File: src/rtl/axil_reg_bridge.sv
// AXI4-Lite slave bridging software accesses onto a bank of hardware registers.
// Writes produce a one-cycle one-hot enable pulse plus data toward the bank;
// reads sample the bank's concatenated value bus. Read and write channels are
// handled by two independent two-state FSMs so they never stall each other.
module axil_reg_bridge #(
    parameter int                   DATA_WIDTH = 32,
    parameter int                   ADDR_WIDTH = 8,
    parameter int                   NUM_REGS   = 8,
    parameter logic [NUM_REGS-1:0]  RO_MASK    = '0
) (
    input  logic                           CLK,
    input  logic                           RST,

    input  logic [ADDR_WIDTH-1:0]          AWADDR,
    input  logic                           AWVALID,
    output logic                           AWREADY,
    input  logic [DATA_WIDTH-1:0]          WDATA,
    input  logic                           WVALID,
    output logic                           WREADY,
    output logic [1:0]                     BRESP,
    output logic                           BVALID,
    input  logic                           BREADY,

    input  logic [ADDR_WIDTH-1:0]          ARADDR,
    input  logic                           ARVALID,
    output logic                           ARREADY,
    output logic [DATA_WIDTH-1:0]          RDATA,
    output logic [1:0]                     RRESP,
    output logic                           RVALID,
    input  logic                           RREADY,

    output logic [NUM_REGS-1:0]            REG_WEN,
    output logic [DATA_WIDTH-1:0]          REG_WDATA,
    input  logic [NUM_REGS*DATA_WIDTH-1:0] REG_RDATA
);

    localparam int         IDX_W       = ADDR_WIDTH - 2;
    localparam logic [1:0] RESP_OKAY   = 2'b00;
    localparam logic [1:0] RESP_SLVERR = 2'b10;

    typedef enum logic { W_IDLE, W_RESP } w_state_t;
    typedef enum logic { R_IDLE, R_DATA } r_state_t;

    w_state_t                w_state;
    r_state_t                r_state;

    logic [IDX_W-1:0]        aw_idx;
    logic [IDX_W-1:0]        ar_idx;
    logic [NUM_REGS-1:0]     aw_onehot;
    logic                    aw_ok;
    logic                    aw_accept;
    logic [DATA_WIDTH-1:0]   ar_data;
    logic                    ar_hit;
    logic                    unused_addr_lsbs;

    // Byte-offset bits are irrelevant for full-word registers.
    assign aw_idx           = AWADDR[ADDR_WIDTH-1:2];
    assign ar_idx           = ARADDR[ADDR_WIDTH-1:2];
    assign unused_addr_lsbs = ^{AWADDR[1:0], ARADDR[1:0]};

    // Decode the write target into a one-hot enable; out-of-range and
    // read-only targets decode to all zeros, which also flags the error.
    always_comb begin
        aw_onehot = '0;
        for (int i = 0; i < NUM_REGS; i++) begin
            if (aw_idx == IDX_W'(i) && !RO_MASK[i]) begin
                aw_onehot[i] = 1'b1;
            end
        end
    end

    assign aw_ok = |aw_onehot;

    // Select the addressed register value; a miss yields zero data.
    always_comb begin
        ar_data = '0;
        ar_hit  = 1'b0;
        for (int i = 0; i < NUM_REGS; i++) begin
            if (ar_idx == IDX_W'(i)) begin
                ar_data = REG_RDATA[i*DATA_WIDTH +: DATA_WIDTH];
                ar_hit  = 1'b1;
            end
        end
    end

    // Address and data are only taken together, and only while idle.
    assign aw_accept = (w_state == W_IDLE) && AWVALID && WVALID && !RST;
    assign AWREADY   = aw_accept;
    assign WREADY    = aw_accept;

    // Write channel: latch data, fire the enable pulse for one cycle and hold
    // the response until the master takes it.
    always_ff @(posedge CLK) begin
        if (RST) begin
            w_state   <= W_IDLE;
            BVALID    <= 1'b0;
            BRESP     <= RESP_OKAY;
            REG_WEN   <= '0;
            REG_WDATA <= '0;
        end else begin
            REG_WEN <= '0;
            case (w_state)
                W_IDLE: begin
                    if (aw_accept) begin
                        REG_WDATA <= WDATA;
                        REG_WEN   <= aw_onehot;
                        BRESP     <= aw_ok ? RESP_OKAY : RESP_SLVERR;
                        BVALID    <= 1'b1;
                        w_state   <= W_RESP;
                    end
                end
                W_RESP: begin
                    if (BREADY) begin
                        BVALID  <= 1'b0;
                        w_state <= W_IDLE;
                    end
                end
                default: begin
                    BVALID  <= 1'b0;
                    w_state <= W_IDLE;
                end
            endcase
        end
    end

    // Read channel: capture the addressed value on the address handshake and
    // hold it stable until the master accepts it.
    always_ff @(posedge CLK) begin
        if (RST) begin
            r_state <= R_IDLE;
            ARREADY <= 1'b0;
            RVALID  <= 1'b0;
            RRESP   <= RESP_OKAY;
            RDATA   <= '0;
        end else begin
            case (r_state)
                R_IDLE: begin
                    ARREADY <= 1'b1;
                    if (ARVALID && ARREADY) begin
                        RDATA   <= ar_data;
                        RRESP   <= ar_hit ? RESP_OKAY : RESP_SLVERR;
                        RVALID  <= 1'b1;
                        ARREADY <= 1'b0;
                        r_state <= R_DATA;
                    end
                end
                R_DATA: begin
                    if (RREADY) begin
                        RVALID  <= 1'b0;
                        ARREADY <= 1'b1;
                        r_state <= R_IDLE;
                    end
                end
                default: begin
                    RVALID  <= 1'b0;
                    ARREADY <= 1'b0;
                    r_state <= R_IDLE;
                end
            endcase
        end
    end

endmodule

File: config.mk
export PLATFORM = sky130hd
export DESIGN_NAME = axil_reg_bridge
export DESIGN_NICKNAME = d
export VERILOG_FILES = /design/src/rtl/axil_reg_bridge.sv
export SDC_FILE = /design/constraint.sdc
export NUM_CORES = 1
export LEC_CHECK = 0
export CORE_AREA = 2 2 153 155
export DETAILED_ROUTE_END_ITERATION = 10
export DIE_AREA = 0 0 155 157
export PLACE_DENSITY = 0.61
export REMOVE_ABC_BUFFERS = 1
export SYNTH_ARGS = -nofsm -noshare
export SYNTH_HDL_FRONTEND = slang
export SYNTH_SLANG_ARGS = --single-unit
export TNS_END_PERCENT = 1
File: constraint.sdc
create_clock -name CLK -period 2.7 [get_ports CLK]
set_clock_uncertainty 0.1 [all_clocks]
set_input_delay 0.405 -clock CLK [delete_from_list [all_inputs] [get_ports CLK]]
set_output_delay 0.405 -clock CLK [all_outputs]
set_load 0.005 [all_outputs]
==> run summary <==
DP Area = 9608 um2
Finished Cell Area = 9916 um2
final worst setup slack = 0.2524 ns
row count = 55
Max stage delay cell, worst path = clkdlybuf4s50_1
ratio of cells with drive above 1 in the final layout = 9.990%
post-synth top area share = 29.90%
P per Cell Area = 365.3 nW/um2
area of the multi-input gates = 3402 um2
largest family of logic cells by synthesized area = compound AO/OA/AOI/OAI gates
CP Capture Type = output port
Via density = 5.041
Worst-path clk slew = 0.07 ns
total gr overflow = 0
clk sinks = 79
Buf/Inv on CP = 2
ys async rst share = 0%
Levels on crit path = 3
critical path class = in2out
Area contributors post-synth = dfxtp_1, mux4_2, nand2_1
status = finished, final reports clean
via count = 6,589
Max-slew headroom = 44.19%
final net count = 1,327
WL met2 = 12,520 um
Num CTS Buffers = 9
global-route wire length before repair = 37,830 um
Layout fillers = 2,229
crit-path cells = clkdlybuf4s50_1 -> nor4bb_4 -> clkdlybuf4s50_1
total power = 3.622 mW
max_cap viols = 0
Top delay family on crit path = buffers and inverters
P_leak = 3.529 nW
setup repair bufs after CTS = 0
XOR/XNOR Fraction of Synth Area = 0.1656%
largest net degree at the start of global routing = 67
number of synthesized flops with an enable pin = 0
Post-Synth Simple-Gate Area = 23.78%
Max Slew Vio Count = 0
initial antenna violation count = 2
initial drt markers = 307
area share of fa/ha/maj cells after synthesis = 0%
I/O pins = 392
HPWL after detailed placement = 20,150 um
Sum Neg Setup Slack = 0 ns
Total GRT Usage = 20.28%
TritonCTS clock tree = done
# port buffers = 385
Seq cells post-synth = 79
Die Ht = 157 um
cell mode on critical path = clkdlybuf4s50_1
post-synthesis compound-gate area fraction = 26.66%
Layout area overhead = 87.49%
RSZ-0062 raised after global routing = no
Fin. Hold Viols = 0
Fmax = 408.6 MHz
maximum clock insertion buffer count = 2
DRC viols = 0
Tcrit/Tclk final = 90.65%
Hold Path Depth = 2
Worst setup SP type = primary input
RePlAce Congestion = 0.8526
Initial Utilization = 23.50%
die area = 24,340 um2
slowest stage delay, CP = 0.59 ns
core box area = 22,500 um2
post-synth design cell area = 5289 um2
Final setup violation count = 0
CP Max Fanout = 4
WL per Instance = 19.64 um
sequential fraction of the synthesis area = 29.90%
FF+latch area = 1582 um2
final wirelength = 25,670 um
mux share of post-synthesis cell area = 12.78%
clk_lat worst skew = 0.34 ns
top_reg_cell synth = dfxtp_1
H-tree levels = 3
Final min period = 2.448 ns
ANT nets after route = 0
mean area per synthesized cell = 8.187 um2
pre-CTS setup slack = 0.2172 ns
M1 WL = 9856 um
Worst-Margin Slew = 0.8334 ns
CTS root buf = clkbuf_16
DR WL met3 = 2745 um
CTS-repair resized insts = 0
Cells after Synth = 646
vias in the first global route = 6,666
arrival time of the worst setup path = 1.94 ns
top sig layer = met4
die width = 155 um
WP data required = 2.19 ns
total number of yosys warnings = 0
drt pass-1 iters = 5
Worst Hold Class = in2reg
Reg2Reg Depth = 5
Netlist cell types = 46
Max VDD drop = 0.2419 mV
post-synth top area cell = dfxtp_1
hold buffers post-CTS = 0
-- power breakdown --
| group | total [mW] | switching (mW) | internal, mW |
|---|---|---|---|
| clock | 1.28 | 0.552 | 0.730 |
| combinational | 1.08 | 0.401 | 0.684 |
| sequential | 1.26 | 0.0325 | 1.22 |
| total | 3.62 | 0.985 | 2.64 |
-- cell usage in the layout, fill, tap and decap left out, types with 6 or more instances in the layout --
cell type	instances
nor2_1	25
buf_4	41
mux2i_1	27
clkdlybuf4s50_1	382
buf_12	6
nor3_1	54
a221oi_1	7
o211ai_1	17
nand3_1	11
o21ai_0	56
a211oi_1	12
dfxtp_1	79
a2111oi_0	17
nand2_1	84
a32oi_1	17
o31a_1	17
a22oi_1	9
nand2b_1	20
o31ai_1	10
a21oi_1	22
clkbuf_16	9
a211oi_2	8
and3_1	36
mux4_2	18
-- routing by layer --
metal	global-route usage, %	vias to the layer above
li1	-	3180
met1	22.88	3008
met2	36.13	350
met3	7.186	51
met4	5.776	0
met5	0	-
-- Yosys cell counts, drive strengths merged, types with 7 or more instances --
master,number
dfxtp,79
o31a,17
o31ai,10
o21ai,57
a221oi,7
nand3,11
buf,32
clkbuf,40
a211oi,20
and3,36
a2111oi,17
a32oi,17
mux4,18
a22oi,9
mux2i,27
nand2b,20
nor3,56
o211ai,17
nand2,84
nor2,26
a21oi,22
-- state kept, by name, summed over array words and instances, names as in the netlist --
name	cells
ARREADY	1
BRESP	1
BVALID	1
RDATA	32
REG_WDATA	32
REG_WEN	8
RRESP	1
RVALID	1
r_state	1
w_state	1
-- through the flow --
step	hold WS (ns)	utilization, %	std cells
2_1_floorplan	0.3300	-	575
3_3_place_gp	0.3448	42.70	1290
3_5_place_dp	0.3505	42.70	1290
4_1_cts	0.2712	44.05	1306
5_1_grt	0.2768	44.05	1306
6_report	0.2799	44.06	1307
-- path summary, 6_finish.rpt --
kind                              startpoint           end  slack (ns)
worst max-delay path                  WVALID        WREADY        0.25
worst min-delay path                     RST      BRESP[1]        0.28
worst max register to register       ARREADY      RDATA[2]        0.87
worst min register to register  REG_WDATA[0]  REG_WDATA[0]        0.36
-- cells by family (layout without fill, tap and decap cells) --
| family | after synthesis | in the layout |
|---|---|---|
| AND/OR/NAND/NOR | 248 | 248 |
| XOR/XNOR | 1 | 1 |
| AO/OA/AOI/OAI | 197 | 197 |
| flip-flops | 79 | 79 |
| other | 1 | 3 |
| buffers and inverters | 75 | 449 |
| multiplexers | 45 | 45 |
-- cell type report --
class | count | area share [%]
Timing Repair Buffer | 430 | 42.93
Multi-Input combinational cell | 493 | 34.31
Sequential cell | 79 | 15.95
Tap cell | 285 | 3.596
Clock buffer | 9 | 2.271
Clock inverter | 7 | 0.8076
Inverter | 3 | 0.1136
Antenna cell | 1 | 0.02524
(Power assumes the default switching activity.)
